**config.mk**
```make
export PLATFORM = sky130hd
export DESIGN_NAME = keynsham_uart_tx_arb
export DESIGN_NICKNAME = d
export VERILOG_FILES = /design/src/rtl/keynsham_uart_pkg.sv /design/src/rtl/keynsham_rr_pick.sv /design/src/rtl/keynsham_uart_tx_arb.sv
export SDC_FILE = /design/constraint.sdc
export NUM_CORES = 1
export LEC_CHECK = 0
export CORE_MARGIN = 1
export CORE_UTILIZATION = 33
export CTS_BUF_LIST = sky130_fd_sc_hd__clkbuf_16
export DETAILED_ROUTE_END_ITERATION = 10
export HOLD_SLACK_MARGIN = 0.15
export PLACE_DENSITY = 0.75
export SKIP_CTS_REPAIR_TIMING = 1
export SLEW_MARGIN = 20
export SYNTH_ARGS = -nofsm -noshare
export SYNTH_HDL_FRONTEND = slang
export SYNTH_SLANG_ARGS = --single-unit
```
**constraint.sdc**
```tcl
create_clock -name clk -period 4.6 [get_ports clk]
set_input_delay 0.69 -clock clk [delete_from_list [all_inputs] [get_ports clk]]
set_output_delay 0.69 -clock clk [all_outputs]
set_load 0.05 [all_outputs]
```
**src/rtl/keynsham_uart_pkg.sv**
```systemverilog
// rtl/keynsham_uart_pkg.sv - shared state encoding and UART register offsets
package keynsham_uart_pkg;

  typedef enum logic [1:0] {
    IDLE  = 2'd0,
    ISSUE = 2'd1,
    DRAIN = 2'd2
  } arb_state_e;

  localparam logic [3:0] UART_DATA_OFS   = 4'h0;
  localparam logic [3:0] UART_STATUS_OFS = 4'h4;

endpackage

```
**src/rtl/keynsham_rr_pick.sv**
```systemverilog
// rtl/keynsham_rr_pick.sv - combinational round-robin picker
// Returns the first masked request at or above ptr_i, wrapping at N-1 -> 0.
module keynsham_rr_pick #(
  parameter int N  = 2,
  parameter int IW = 3
) (
  input  logic [N-1:0]  req_i,
  input  logic [N-1:0]  mask_i,
  input  logic [IW-1:0] ptr_i,
  output logic [IW-1:0] winner_o,
  output logic          found_o
);

  localparam logic [IW:0] NUM = (IW+1)'(N);

  logic [N-1:0] req_m;
  logic [IW:0]  pos;

  assign req_m = req_i & mask_i;

  // Walk offsets from farthest to nearest so the nearest hit is the last write.
  always_comb begin
    winner_o = '0;
    found_o  = 1'b0;
    pos      = '0;
    for (int off = N - 1; off >= 0; off--) begin
      pos = {1'b0, ptr_i} + (IW+1)'(off);
      if (pos >= NUM) pos = pos - NUM;
      for (int j = 0; j < N; j++) begin
        if (pos == (IW+1)'(j) && req_m[j]) begin
          found_o  = 1'b1;
          winner_o = IW'(j);
        end
      end
    end
  end

endmodule

```
**src/rtl/keynsham_uart_tx_arb.sv**
```systemverilog
// rtl/keynsham_uart_tx_arb.sv - round-robin byte arbiter in front of the UART transmitter
// Packet lock enabled by defining KEYNSHAM_UART_ARB_LOCK_EN.
module keynsham_uart_tx_arb #(
  parameter int NUM_REQ = 2,
  parameter int REQ_W   = 3
) (
  input  logic                 clk,
  input  logic                 rst_n,
  input  logic [NUM_REQ-1:0]   req_valid,
  input  logic [8*NUM_REQ-1:0] req_data,
  input  logic [NUM_REQ-1:0]   req_last,
  output logic [NUM_REQ-1:0]   req_ready,
  output logic                 uart_wr_en,
  output logic [7:0]           uart_din,
  input  logic                 uart_tx_busy,
  output logic [REQ_W-1:0]     grant_id,
  output logic                 busy
);
  import keynsham_uart_pkg::*;

  arb_state_e         state_q, state_d;
  logic [REQ_W-1:0]   ptr_q, ptr_d;
  logic [REQ_W-1:0]   grant_q, grant_d;
  logic [7:0]         din_q, din_d;
  logic               wr_en_q, wr_en_d;
  logic [REQ_W-1:0]   winner;
  logic               found;
  logic               accept;
  logic [7:0]         sel_byte;
  logic               sel_last;
  logic [NUM_REQ-1:0] mask;

`ifdef KEYNSHAM_UART_ARB_LOCK_EN
  logic lock_q, lock_d;

  // While locked only the most recently granted requester may win.
  always_comb begin
    mask = '1;
    if (lock_q) begin
      for (int i = 0; i < NUM_REQ; i++) mask[i] = (grant_q == REQ_W'(i));
    end
  end
`else
  logic unused_last;

  assign mask        = '1;
  assign unused_last = sel_last;
`endif

  keynsham_rr_pick #(
    .N  (NUM_REQ),
    .IW (REQ_W)
  ) u_pick (
    .req_i    (req_valid),
    .mask_i   (mask),
    .ptr_i    (ptr_q),
    .winner_o (winner),
    .found_o  (found)
  );

  // rst_n gates ready so no handshake is offered while reset is held.
  assign accept = (state_q == IDLE) && rst_n && !uart_tx_busy && found;

  always_comb begin
    sel_byte  = '0;
    sel_last  = 1'b0;
    req_ready = '0;
    for (int i = 0; i < NUM_REQ; i++) begin
      if (winner == REQ_W'(i)) begin
        sel_byte     = req_data[8*i +: 8];
        sel_last     = req_last[i];
        req_ready[i] = accept;
      end
    end
  end

  always_comb begin
    state_d = state_q;
    ptr_d   = ptr_q;
    grant_d = grant_q;
    din_d   = din_q;
    wr_en_d = wr_en_q;
`ifdef KEYNSHAM_UART_ARB_LOCK_EN
    lock_d  = lock_q;
`endif
    case (state_q)
      IDLE: begin
        if (accept) begin
          din_d   = sel_byte;
          grant_d = winner;
          ptr_d   = (winner == REQ_W'(NUM_REQ - 1)) ? '0 : winner + 1'b1;
          wr_en_d = 1'b1;
          state_d = ISSUE;
`ifdef KEYNSHAM_UART_ARB_LOCK_EN
          lock_d  = !sel_last;
`endif
        end
      end
      ISSUE: begin
        if (uart_tx_busy) begin
          wr_en_d = 1'b0;
          state_d = DRAIN;
        end
      end
      DRAIN: begin
        if (!uart_tx_busy) state_d = IDLE;
      end
      default: begin
        wr_en_d = 1'b0;
        state_d = IDLE;
      end
    endcase
  end

  always_ff @(posedge clk or negedge rst_n) begin
    if (!rst_n) begin
      state_q <= IDLE;
      ptr_q   <= '0;
      grant_q <= '0;
      din_q   <= '0;
      wr_en_q <= 1'b0;
`ifdef KEYNSHAM_UART_ARB_LOCK_EN
      lock_q  <= 1'b0;
`endif
    end else begin
      state_q <= state_d;
      ptr_q   <= ptr_d;
      grant_q <= grant_d;
      din_q   <= din_d;
      wr_en_q <= wr_en_d;
`ifdef KEYNSHAM_UART_ARB_LOCK_EN
      lock_q  <= lock_d;
`endif
    end
  end

  assign uart_wr_en = wr_en_q;
  assign uart_din   = din_q;
  assign grant_id   = grant_q;
  assign busy       = (state_q != IDLE);

endmodule

```
==> metrics.md <==
| Metric | Value |
|---|---|
| Setup CP Type | `in2out` |
| Slew @ Worst Pin | `512.8 ps` |
| Post-route ant nets | `0` |
| Port Buf Inserts | `33` |
| CTS Buf Count | `3` |
| Area contributors post-synth | `dfrtp_1, a221o_1, nor3_1` |
| Via count | `629` |
| Run status | `finished, final reports clean` |
| CP startpoint kind | `input port` |
| TritonCTS Sinks | `13` |
| Crit path required time | `3910 ps` |
| Final wirelength | `1587 um` |
| CTS tree | `built` |
| Commonest cells post-synth | `dfrtp_1, nand2_1, nor3_1, a221o_1, clkbuf_1` |
| Seq/Total Area, Yosys | `0.5039` |
| Critical Path End Type | `primary output` |
| Total gr overflow | `0` |
| Tot GR Track Use | `0.1774` |
| I/O pins | `38` |
| RSZ-0062 raised after global routing | `false` |
| Ys flop type | `dfrtp_1` |
| H-tree Lvls | `1` |
| Max-slew headroom | `0.6571` |
| Clock Skews | `2.501 ps` |
| First-pass GRT wire length | `2635 um` |
| Die span in x | `46.23 um` |
| Tot Pwr | `0.6726 mW` |
| CP Max Fanout | `14` |
| Final Critical Period | `3846 ps` |
| Peak VDD IR | `0.3361 mV` |
| Avg Cell Area, Syn | `9.933 um^2` |
| Reg clk slew, reported paths | `40 ps` |
| Pre-antenna DRT Iters | `4` |
| Clock latency on the worst-skew pair | `240 ps` |
| Share of cells above drive strength 1 | `0.08163` |
| Top cell type's share of synthesized area | `0.5039` |
| Unique masters post-synth | `20` |
| Pwr/cell area | `634.7 nW/um^2` |
| Die height | `46.23 um` |
| Fmax | `260.0 MHz` |
| Final period utilization | `0.8361` |
| Leakage Power | `0.4705 nW` |
| CTS root buffer | `clkbuf_16` |
| DRC | `0` |
| Synth async-reset ratio | `1.000` |
| Post-synth EDFFs | `0` |
| Fin Hold WS | `472.0 ps` |
| Hold Fails Final Rpt | `0` |
| DR WL/cell | `12.90 um` |
| Die ar. | `2137 um^2` |
| Area added between synthesis and finish | `64.15%` |
| Effective utilization at floorplan | `0.3621` |
| Yosys warning count | `0` |
| Total Nets Final | `122` |
| Most frequent cell after synthesis | `dfrtp_1` |
| R2r setup slk | `2690 ps` |
| Final core occ | `0.5944` |
| Row count | `15` |
| Mapped Cells | `65` |
| Largest area contributor in the netlist | `dfrtp_1` |
| Synth Register Bits | `13` |
| Mapped cell area | `645.6 um^2` |
| Number of max-cap violations | `0` |
| Core Area | `1783 um^2` |
| Worst slack, placed | `764.3 ps` |
| GP Congestion | `0.7122` |
| Count of final max-slew check failures | `0` |
| DRT iter0 DRCs | `4` |
| Largest net degree at the start of global routing | `15` |
| Initial antenna violation count | `0` |
| Fill count | `154` |
| Arr. time, crit path | `3160 ps` |
| Vias per inst | `5.114` |
| Setup TNS | `0 ps` |
| Final setup fails | `0` |
| Diode count | `0` |
| PnR worst setup slack | `753.7 ps` |
| Number of global-route vias before repair | `575` |
| HP Class | `reg2reg` |
| Deepest clock path buffer count | `2` |
[layout make-up]
cell class                 instances  area, um^2  area share
clock buffer                       3       75.07     0.07084
timing repair buffer              35       342.8      0.3235
inverter                           2       7.507    0.007084
clock inverter                     1       3.754    0.003542
sequential                        13       325.3      0.3070
tap                               25       31.28     0.02952
multi-input combinational         44       274.0      0.2586
[critical path, stage by stage]
cell and delay, ps:
clkdlybuf4s50_1 460, buf_4 210, or4b_1 450, buf_4 200
nor3_1 290, clkdlybuf4s50_1 860
[path summary, 6_finish.rpt]
| path | from | end | depth (start not counted) |
|---|---|---|---|
| setup / recovery | rst_n | req_ready[0] | 6 |
| hold / removal | uart_wr_en | uart_wr_en | 2 |
| setup reg to reg | state_q[1] | uart_din[0] | 4 |
| hold reg to reg | uart_wr_en | uart_wr_en | 2 |
| max in group asynchronous | rst_n | uart_din[1] | 2 |
| min in group asynchronous | rst_n | uart_wr_en | 2 |
[cells by family (layout without fill, tap and decap cells)]
logic type                count (synthesis)  in the layout  share of synthesized area
AOI/OAI and AO/OA                        13             13                     0.1744
xor gates and xnor gates                  1              1                    0.01357
buffers and inverters                     9             41                    0.07751
DFF                                      13             13                     0.5039
other                                     1              2                   0.005808
and+or+nand+nor                          28             28                     0.2248
[layer usage]
metal / global-route usage / wire, um / vias up
met1: 0.2304 / 717 / 297
met5: 0 / 0 / -
met4: 0.1059 / 43 / 0
li1: - / - / 295
met3: 0.03922 / 102 / 5
met2: 0.2676 / 724 / 32
[power breakdown]
group	internal (mW)	switching (mW)	leakage, nW
clock network	0.114	0.0459	0.0423
logic	0.121	0.205	0.266
registers	0.159	0.0283	0.162
total	0.394	0.279	0.470
[per-stage QoR]
step	instance area, um^2	instances
after floorplan	649.4	66
after CTS	1060	123
after detailed placement	980.9	119
after global routing	1060	123
after global placement	980.9	119
final	1060	123
[flip-flops by register name, indices dropped and copies added (netlist names)]
| register | cells |
|---|---|
| grant_id | 1 |
| state_q | 2 |
| uart_wr_en | 1 |
| ptr_q | 1 |
| uart_din | 8 |
[cells in the final DEF (no fill, tap or decap), types with 2 or more instances in the layout]
cell type	Yosys	routed
a21o_1	2	2
o21ai_0	2	2
nor3_1	9	9
inv_1	2	3
clkbuf_16	0	3
buf_4	2	3
nand2_1	12	12
clkdlybuf4s50_1	0	32
a221o_1	8	8
dfrtp_1	13	13
and2_1	2	2
conb_1	1	2
Power figures use the tool's default switching activity.
